<file path="src/rtl/vec_loader_pkg.sv">
// Shared types and defaults for the vec_loader front end.
package vec_loader_pkg;

    localparam int unsigned DEF_DATA_W = 32;
    localparam int unsigned DEF_ADDR_W = 16;
    // Width of the element-count port towards the engine
    localparam int unsigned N_W        = 32;

    typedef enum logic [2:0] {
        StIdle,
        StLoad,
        StDrain,
        StStart,
        StWait,
        StResp
    } state_e;

endpackage

</file>
<file path="src/rtl/loader_watchdog.sv">
// Loadable down-counter that flags expiry while enabled.
// Only instantiated when VEC_LOADER_TIMEOUT_EN is defined.
module loader_watchdog #(
    parameter int unsigned CntW = 20
) (
    input  logic            clk_i,
    input  logic            rst_i,
    input  logic            load_i,
    input  logic [CntW-1:0] load_val_i,
    input  logic            en_i,
    output logic            expired_o
);

    logic [CntW-1:0] cnt_q;

    // Reload on load_i, otherwise count down towards zero while enabled
    always_ff @(posedge clk_i) begin
        if (rst_i) begin
            cnt_q <= '0;
        end else if (load_i) begin
            cnt_q <= load_val_i;
        end else if (en_i && (cnt_q != '0)) begin
            cnt_q <= cnt_q - 1'b1;
        end
    end

    // Expired once the count has reached zero within an enabled window
    always_comb begin
        expired_o = en_i && (cnt_q == '0);
    end

endmodule

</file>
<file path="src/rtl/vec_loader.sv">
// Host-side loader for the dot-product engine: streams (a, b) pairs into the
// vector RAMs via the init port, pulses start with the count, waits for done and
// returns the result on a valid/ready response port.
// Optional watchdog on the WAIT state: define VEC_LOADER_TIMEOUT_EN.
module vec_loader
    import vec_loader_pkg::*;
#(
    parameter int unsigned DATA_W      = DEF_DATA_W,
    parameter int unsigned ADDR_W      = DEF_ADDR_W,
    parameter int unsigned TIMEOUT_CYC = 1048576
) (
    input  logic              clk,
    input  logic              rst,
    input  logic              s_valid,
    output logic              s_ready,
    input  logic [DATA_W-1:0] s_a,
    input  logic [DATA_W-1:0] s_b,
    input  logic              s_last,
    output logic              ram_init,
    output logic [DATA_W-1:0] a_ram_in,
    output logic [DATA_W-1:0] b_ram_in,
    output logic [ADDR_W-1:0] a_addr_in,
    output logic [ADDR_W-1:0] b_addr_in,
    output logic              start_sig,
    output logic [N_W-1:0]    n,
    input  logic [DATA_W-1:0] result,
    input  logic              done_flag,
    output logic              m_valid,
    input  logic              m_ready,
    output logic [DATA_W-1:0] m_result,
    output logic              m_err
);

    state_e            state_q;
    logic [ADDR_W:0]   count_q;
    logic [ADDR_W:0]   count_d;
    logic              err_ovf_q;
    logic              ram_init_q;
    logic [DATA_W-1:0] a_ram_q;
    logic [DATA_W-1:0] b_ram_q;
    logic [ADDR_W-1:0] addr_q;
    logic              start_q;
    logic [N_W-1:0]    n_q;
    logic              m_valid_q;
    logic [DATA_W-1:0] m_result_q;
    logic              m_err_q;

    logic              load_state;
    logic              accept;
    logic [ADDR_W-1:0] wr_addr;
    logic              at_max;
    logic              tmo_expired;

    // Beat acceptance, write address and overflow detection
    always_comb begin
        load_state = (state_q == StIdle) || (state_q == StLoad);
        accept     = s_valid && load_state;
        wr_addr    = (state_q == StIdle) ? '0 : count_q[ADDR_W-1:0];
        count_d    = (state_q == StIdle) ? (ADDR_W+1)'(1) : count_q + 1'b1;
        // Last RAM slot reached without s_last: close the vector here
        at_max     = (state_q == StLoad) && (count_q[ADDR_W-1:0] == {ADDR_W{1'b1}});
    end

`ifdef VEC_LOADER_TIMEOUT_EN
    localparam int unsigned TmoW = (TIMEOUT_CYC > 1) ? $clog2(TIMEOUT_CYC) : 1;

    // Loaded in START so expiry lands after exactly TIMEOUT_CYC WAIT cycles
    loader_watchdog #(
        .CntW (TmoW)
    ) u_watchdog (
        .clk_i      (clk),
        .rst_i      (rst),
        .load_i     (state_q == StStart),
        .load_val_i (TmoW'(TIMEOUT_CYC - 1)),
        .en_i       (state_q == StWait),
        .expired_o  (tmo_expired)
    );
`else
    logic unused_timeout;
    assign unused_timeout = ^TIMEOUT_CYC;
    assign tmo_expired    = 1'b0;
`endif

    // Main control FSM; every output is a register updated here
    always_ff @(posedge clk) begin
        if (rst) begin
            state_q    <= StIdle;
            count_q    <= '0;
            err_ovf_q  <= 1'b0;
            ram_init_q <= 1'b0;
            a_ram_q    <= '0;
            b_ram_q    <= '0;
            addr_q     <= '0;
            start_q    <= 1'b0;
            n_q        <= '0;
            m_valid_q  <= 1'b0;
            m_result_q <= '0;
            m_err_q    <= 1'b0;
        end else begin
            start_q <= 1'b0;
            unique case (state_q)
                StIdle, StLoad: begin
                    if (accept) begin
                        ram_init_q <= 1'b1;
                        a_ram_q    <= s_a;
                        b_ram_q    <= s_b;
                        addr_q     <= wr_addr;
                        count_q    <= count_d;
                        if (s_last || at_max) begin
                            n_q     <= N_W'(count_d);
                            state_q <= StDrain;
                            if (!s_last) begin
                                err_ovf_q <= 1'b1;
                            end
                        end else begin
                            state_q <= StLoad;
                        end
                    end
                end
                StDrain: begin
                    // ram_init stays high through this cycle for the final write
                    ram_init_q <= 1'b0;
                    start_q    <= 1'b1;
                    state_q    <= StStart;
                end
                StStart: begin
                    state_q <= StWait;
                end
                StWait: begin
                    if (done_flag) begin
                        m_valid_q  <= 1'b1;
                        m_result_q <= result;
                        m_err_q    <= err_ovf_q;
                        state_q    <= StResp;
                    end else if (tmo_expired) begin
                        m_valid_q  <= 1'b1;
                        m_result_q <= '0;
                        m_err_q    <= 1'b1;
                        state_q    <= StResp;
                    end
                end
                StResp: begin
                    if (m_ready) begin
                        m_valid_q  <= 1'b0;
                        m_result_q <= '0;
                        m_err_q    <= 1'b0;
                        count_q    <= '0;
                        err_ovf_q  <= 1'b0;
                        n_q        <= '0;
                        state_q    <= StIdle;
                    end
                end
                default: begin
                    state_q <= StIdle;
                end
            endcase
        end
    end

    // s_ready depends on state only; forced low while reset is asserted
    always_comb begin
        s_ready = !rst && load_state;
    end

    assign ram_init  = ram_init_q;
    assign a_ram_in  = a_ram_q;
    assign b_ram_in  = b_ram_q;
    assign a_addr_in = addr_q;
    assign b_addr_in = addr_q;
    assign start_sig = start_q;
    assign n         = n_q;
    assign m_valid   = m_valid_q;
    assign m_result  = m_result_q;
    assign m_err     = m_err_q;

endmodule

</file>
<file path="config.mk">
export PLATFORM = sky130hd
export DESIGN_NAME = vec_loader
export DESIGN_NICKNAME = d
export VERILOG_FILES = /design/src/rtl/vec_loader_pkg.sv /design/src/rtl/loader_watchdog.sv /design/src/rtl/vec_loader.sv
export SDC_FILE = /design/constraint.sdc
export NUM_CORES = 1
export LEC_CHECK = 0
export CORE_MARGIN = 2
export CORE_UTILIZATION = 46
export CTS_CLUSTER_DIAMETER = 50
export CTS_CLUSTER_SIZE = 10
export DETAILED_ROUTE_END_ITERATION = 7
export PLACE_DENSITY = 0.86
export SKIP_CTS_REPAIR_TIMING = 1
export SKIP_LAST_GASP = 1
export SYNTH_ARGS = -nofsm -noshare
export SYNTH_HDL_FRONTEND = slang
export SYNTH_SLANG_ARGS = --single-unit
</file>
<file path="constraint.sdc">
create_clock -name clk -period 3.5 [get_ports clk]
set_input_delay 0.525 -clock clk [delete_from_list [all_inputs] [get_ports clk]]
set_output_delay 0.525 -clock clk [all_outputs]
set_load 0.03 [all_outputs]
</file>
-- After elaboration in Yosys (flattened, before gate mapping)
Cells that the tools add are included.
- RAM bits: 0
- register bits after elaboration: 169
- input bits: 102
- bits in latches: 0
- logic and storage cells: 70
- memories kept: 0
- memory bits (read-only): 0
- order comparisons: 0
- shift-type cells: 0
- reduce and logical (&&, ||, !) cells: 18
- div/mod/pow operators: 0
- mux-type cells: 28
- bitwise operators: 0
- add/subtract/negate cells: 1
- equality and inequality tests: 11
- multiply operators: 0
- operators by type and width (operator ; count):
    32-bit 2-to-1 mux ; 4
    32-bit case mux with 2 select lines ; 2
    17-bit 2-to-1 mux ; 3
    17-bit case mux with 2 select lines ; 1
    17-bit by 1-bit adder with 17-bit output (second input constant) ; 1
    16-bit equality test (second input constant) ; 1
    16-bit 2-to-1 mux ; 1
    3-bit case mux with 5 select lines ; 1
    2-bit != test (second input constant) ; 5
    3-bit 2-to-1 mux ; 3
    3-bit AND reduction ; 3
    1-bit 2-to-1 mux ; 8
    1-bit case mux with 2 select lines ; 4
    3-bit by 2-bit equality test with 1-bit output (second input constant) ; 2
    3-bit equality test (second input constant) ; 2
    2-bit nonzero test ; 3
    5-bit AND reduction ; 1
    2-bit AND reduction ; 2
    4-bit AND reduction ; 1
    3-bit by 1-bit equality test with 1-bit output (second input constant) ; 1
    1-bit logical AND ; 3
    3-bit logical NOT ; 1
    1-bit logical OR ; 2
    2-bit 2-to-1 mux ; 1
    other kinds (2) ; 2

-- Logic depth before layout (Yosys ltp)
- depth in word-level cells: 6
- mapped depth: 7
- mapped depth without buffers: 6

-- Least setup slack after synthesis
No wires, ideal clock.
- path kind: input -> output
- from: input rst
- to: output s_ready
- arrival time: 1.597 ns
- required time: 2.975 ns
- cell stages on the path: 3
- slack: 1.378 ns
- cells stage by stage: clkbuf_1 -> clkbuf_1 -> nor3_1
- cells in the longest elaborated chain, start to end: 2
- RTL lines (element ; line ; source):
    start: declaration ; vec_loader.sv:13 ; input logic rst,
    1-bit logical NOT ; vec_loader.sv:162 ; s_ready = !rst && load_state;
    1-bit logical AND ; vec_loader.sv:162 ;
    end: declaration ; vec_loader.sv:15 ; output logic s_ready,
Every way passes these cells.

-- Final worst setup path
- from: register state_q[1]
- to: output s_ready
- cells in the longest elaborated chain, start to end: 3
- elaborated cells on any way between the ends: 4
- those cells by class: eq/ne: 1; reduce/logical: 3
- RTL lines (element ; line ; source):
    start: declaration ; vec_loader.sv:34 ; state_e state_q;
    start signal: assignment ; vec_loader.sv:87 ; state_q <= StIdle;
    start signal: assignment ; vec_loader.sv:111 ; state_q <= StDrain;
    start signal: assignment ; vec_loader.sv:116 ; state_q <= StLoad;
    3-bit by 1-bit equality test with 1-bit output or 3-bit logical NOT (tied branches) ; vec_loader.sv:56 ; load_state = (state_q == StIdle) || (state_q == StLoad);
    1-bit logical OR * ; vec_loader.sv:56 ;
    1-bit logical AND * ; vec_loader.sv:162 ;
Mark *: on every way between the ends. The rest lies on a longest branch, timed or not.

==> metrics.md <==
| Metric | Value |
|---|---|
| Status | complete, no violations |
| Reg-to-reg slack, setup | 1.04 ns |
| RSZ-0062 raised after global routing | false |
| Multi-input gate area | 2720 sq um |
| Final Power | 4400 uW |
| WL per Instance | 14.9 microns |
| Worst-path clk slew | 0.06 ns |
| Max VDD drop | 0.316 mV |
| Largest net degree at the start of global routing | 90 |
| Critical path class | reg2out |
| Fin nets | 1054 |
| GRT Util Overall | 23.3% |
| WHS Path Cells | 2 |
| Relative slew slack | 41.6% |
| H-tree Lvls | 4 |
| Startpoint Class | flip-flop |
| Initial antenna violation count | 0 |
| Clock Latency Late Sink | 0.41 ns |
| Vias | 5905 |
| Final count of hold timing violations | 0 |
| Detailed placer's ending HPWL | 11600 microns |
| CTS tree | yes |
| Top Ports | 267 |
| #FFs+latches synth | 154 |
| Worst R2R Start | state_q[1] |
| CP Max Fanout | 22 |
| Async S/R FF share, synth | 0% |
| Cells on worst reg2reg path | 6 |
| CTS Buf Count | 17 |
| Fmax | 391 MHz |
| Max Cap Viol | 0 |
| Most frequent cells in the layout | clkdlybuf4s50_1 (250), nand2_1 (165), dfxtp_1 (154) |
| Routed WL | 17000 microns |
| # fillers | 1055 |
| Kind of end point of the critical path | primary output |
| Min Tclk post-route | 2.56 ns |
| Syn_area_per_cell | 8.27 sq um |
| First-pass GRT wire length | 27000 microns |
| Setup TNS | 0 ns |
| DIE HEIGHT | 120 microns |
| Worst path required time | 2.97 ns |
| FP Rows | 42 |
| Core Region | 13200 sq um |
| Number of global-route vias before repair | 5454 |
| Hold Path Class | reg2reg |
| Setup Skew | 0.00988 ns |
| Die area | 14400 sq um |
| Worst r2r dst | n[13] |
| Static Leak | 0.00331 uW |
| Die Span X | 120 microns |
| Clock sinks | 154 |
| Ys flop type | dfxtp_1 |
| Placer Congestion | 0.904 |
| Overflow after GRT | 0 |
| DR iter-0 viols | 440 |
| Min-delay src | a_ram_in[2] |
| Synth unique cells | 46 |
| Sequential Area | 3080 sq um |
| Post-synth EDFFs | 0 |
| PD cells | 476 nW/um^2 |
| Hold EP | a_ram_in[2] |
| Seq/Total Area, Yosys | 49.7% |
| Final ANT Viol Nets | 0 |
| Port Buffers | 251 |
| Most common cell after layout, fill and taps aside | clkdlybuf4s50_1 |
| Inserted Diodes | 0 |
| Synth warn | 0 |
| Clock root cell | clkbuf_16 |
| Final number of setup-violating endpoints | 0 |
| Layout cell share with drive strength beyond 1 | 5.40% |
| Clock Path Buffers | 2 |
| Drt drc | 0 |
| Vias/cell | 5.18 |
| Synth-to-Final Area Change | 49.0% |
| Synthesized area | 6200 sq um |
| Crit path DAT | 2.03 ns |
| Gate Count Post-Synth | 750 |
| Slew Limit Fails | 0 |
| Fin crit share | 73.1% |
| Starting Density | 47.0% |
| Worst-Margin Slew | 0.876 ns |
| First-pass iteration count of the detailed router | 6 |
-- through the flow --
stage	area [sq um]	cells	setup slack (ns)	hold slack, ns	utilization, %
floorplan	6260	764	1.38	0.445	-
global placement	8610	1108	0.879	0.441	65.3
CTS	9240	1139	0.937	0.455	70.1
finish	9240	1139	0.943	0.452	70.1
detailed placement	8610	1108	0.855	0.447	65.3
global route	9240	1139	0.826	0.465	70.1
-- kinds of logic after synthesis --
logic type,after synthesis,synth area share [%]
and+or+nand+nor,302,22.0
AOI/OAI and AO/OA,179,17.3
DFF,154,49.7
buffers and inverters,93,7.74
xor gates and xnor gates,11,1.55
muxes,9,1.45
adders and majority gates,1,0.202
other,1,0.0604
-- worst max-delay path, cell delays in order (launching register included) --
cell             delay (ns)
dfxtp_1                0.85
nor3_1                 0.12
clkdlybuf4s50_1        0.65
-- metal layers --
layer,wire [microns],global-route usage (%),share of wire [%],up-vias
met1,7000,28.1,41,2728
li1,-,-,-,2906
met4,377,8.38,2.2,0
met2,8310,39.0,49,245
met3,1330,7.27,7.8,26
met5,0,0,0,-
-- synthesized netlist by cell type (3+ instances only) --
cell	instances	area share [%]
xor2_1	6	0.85
a21oi_1	104	8.4
o21ai_1	3	0.24
nand3_1	24	1.9
nand2_1	165	10
buf_2	9	0.73
nand3b_1	12	1.5
nand4_1	4	0.40
dfxtp_1	154	50
xnor2_1	5	0.71
o41ai_2	4	1.0
o21bai_1	4	0.48
buf_1	3	0.18
nor3b_1	3	0.36
a22oi_1	33	4.0
clkbuf_1	48	2.9
o21ai_0	17	1.4
buf_4	32	3.9
nor2b_1	5	0.50
nor4_1	5	0.50
o41ai_1	4	0.56
nand2b_1	3	0.30
a31oi_1	3	0.30
or2_2	4	0.40
nor2_1	57	3.4
nor3_1	4	0.32
mux2i_1	9	1.5
or3_1	5	0.50
-- how the worst max path moves through the flow --
| stage | slack [ns] | endpoint | start |
|---|---|---|---|
| after floorplan | 1.38 | s_ready | rst |
| after global placement | 0.88 | n[1] | s_valid |
| after detailed placement | 0.86 | n[1] | s_valid |
| after CTS | 0.94 | s_ready | state_q[1] |
| after global routing | 0.83 | s_ready | state_q[1] |
| final | 0.94 | s_ready | state_q[1] |
-- power breakdown --
group	leakage (uW)	internal, uW	switching, uW
Clock	0.000306	1260	674
Sequential	0.00125	1810	42.5
Combinational	0.00176	264	346
-- flip-flops by register name (all words and copies together), names as in the netlist --
| signal | flops |
|---|---|
| a_ram_in | 32 |
| start_sig | 1 |
| a_addr_in | 16 |
| ram_init | 1 |
| n | 17 |
| m_result | 32 |
| m_valid | 1 |
| count_q | 17 |
| m_err | 1 |
| b_ram_in | 32 |
| err_ovf_q | 1 |
| state_q | 3 |
-- area by class of cell --
| cell class | instances | area share [%] |
|---|---|---|
| well taps | 176 | 2.38 |
| flip-flops and latches | 154 | 33.4 |
| clock buffers | 24 | 5.32 |
| repair buffers | 260 | 28.0 |
| clock inverters | 7 | 1.49 |
| multi-input cells | 517 | 29.4 |
| inverters | 1 | 0.0406 |
No activity file was read; power rests on OpenSTA's default activity.
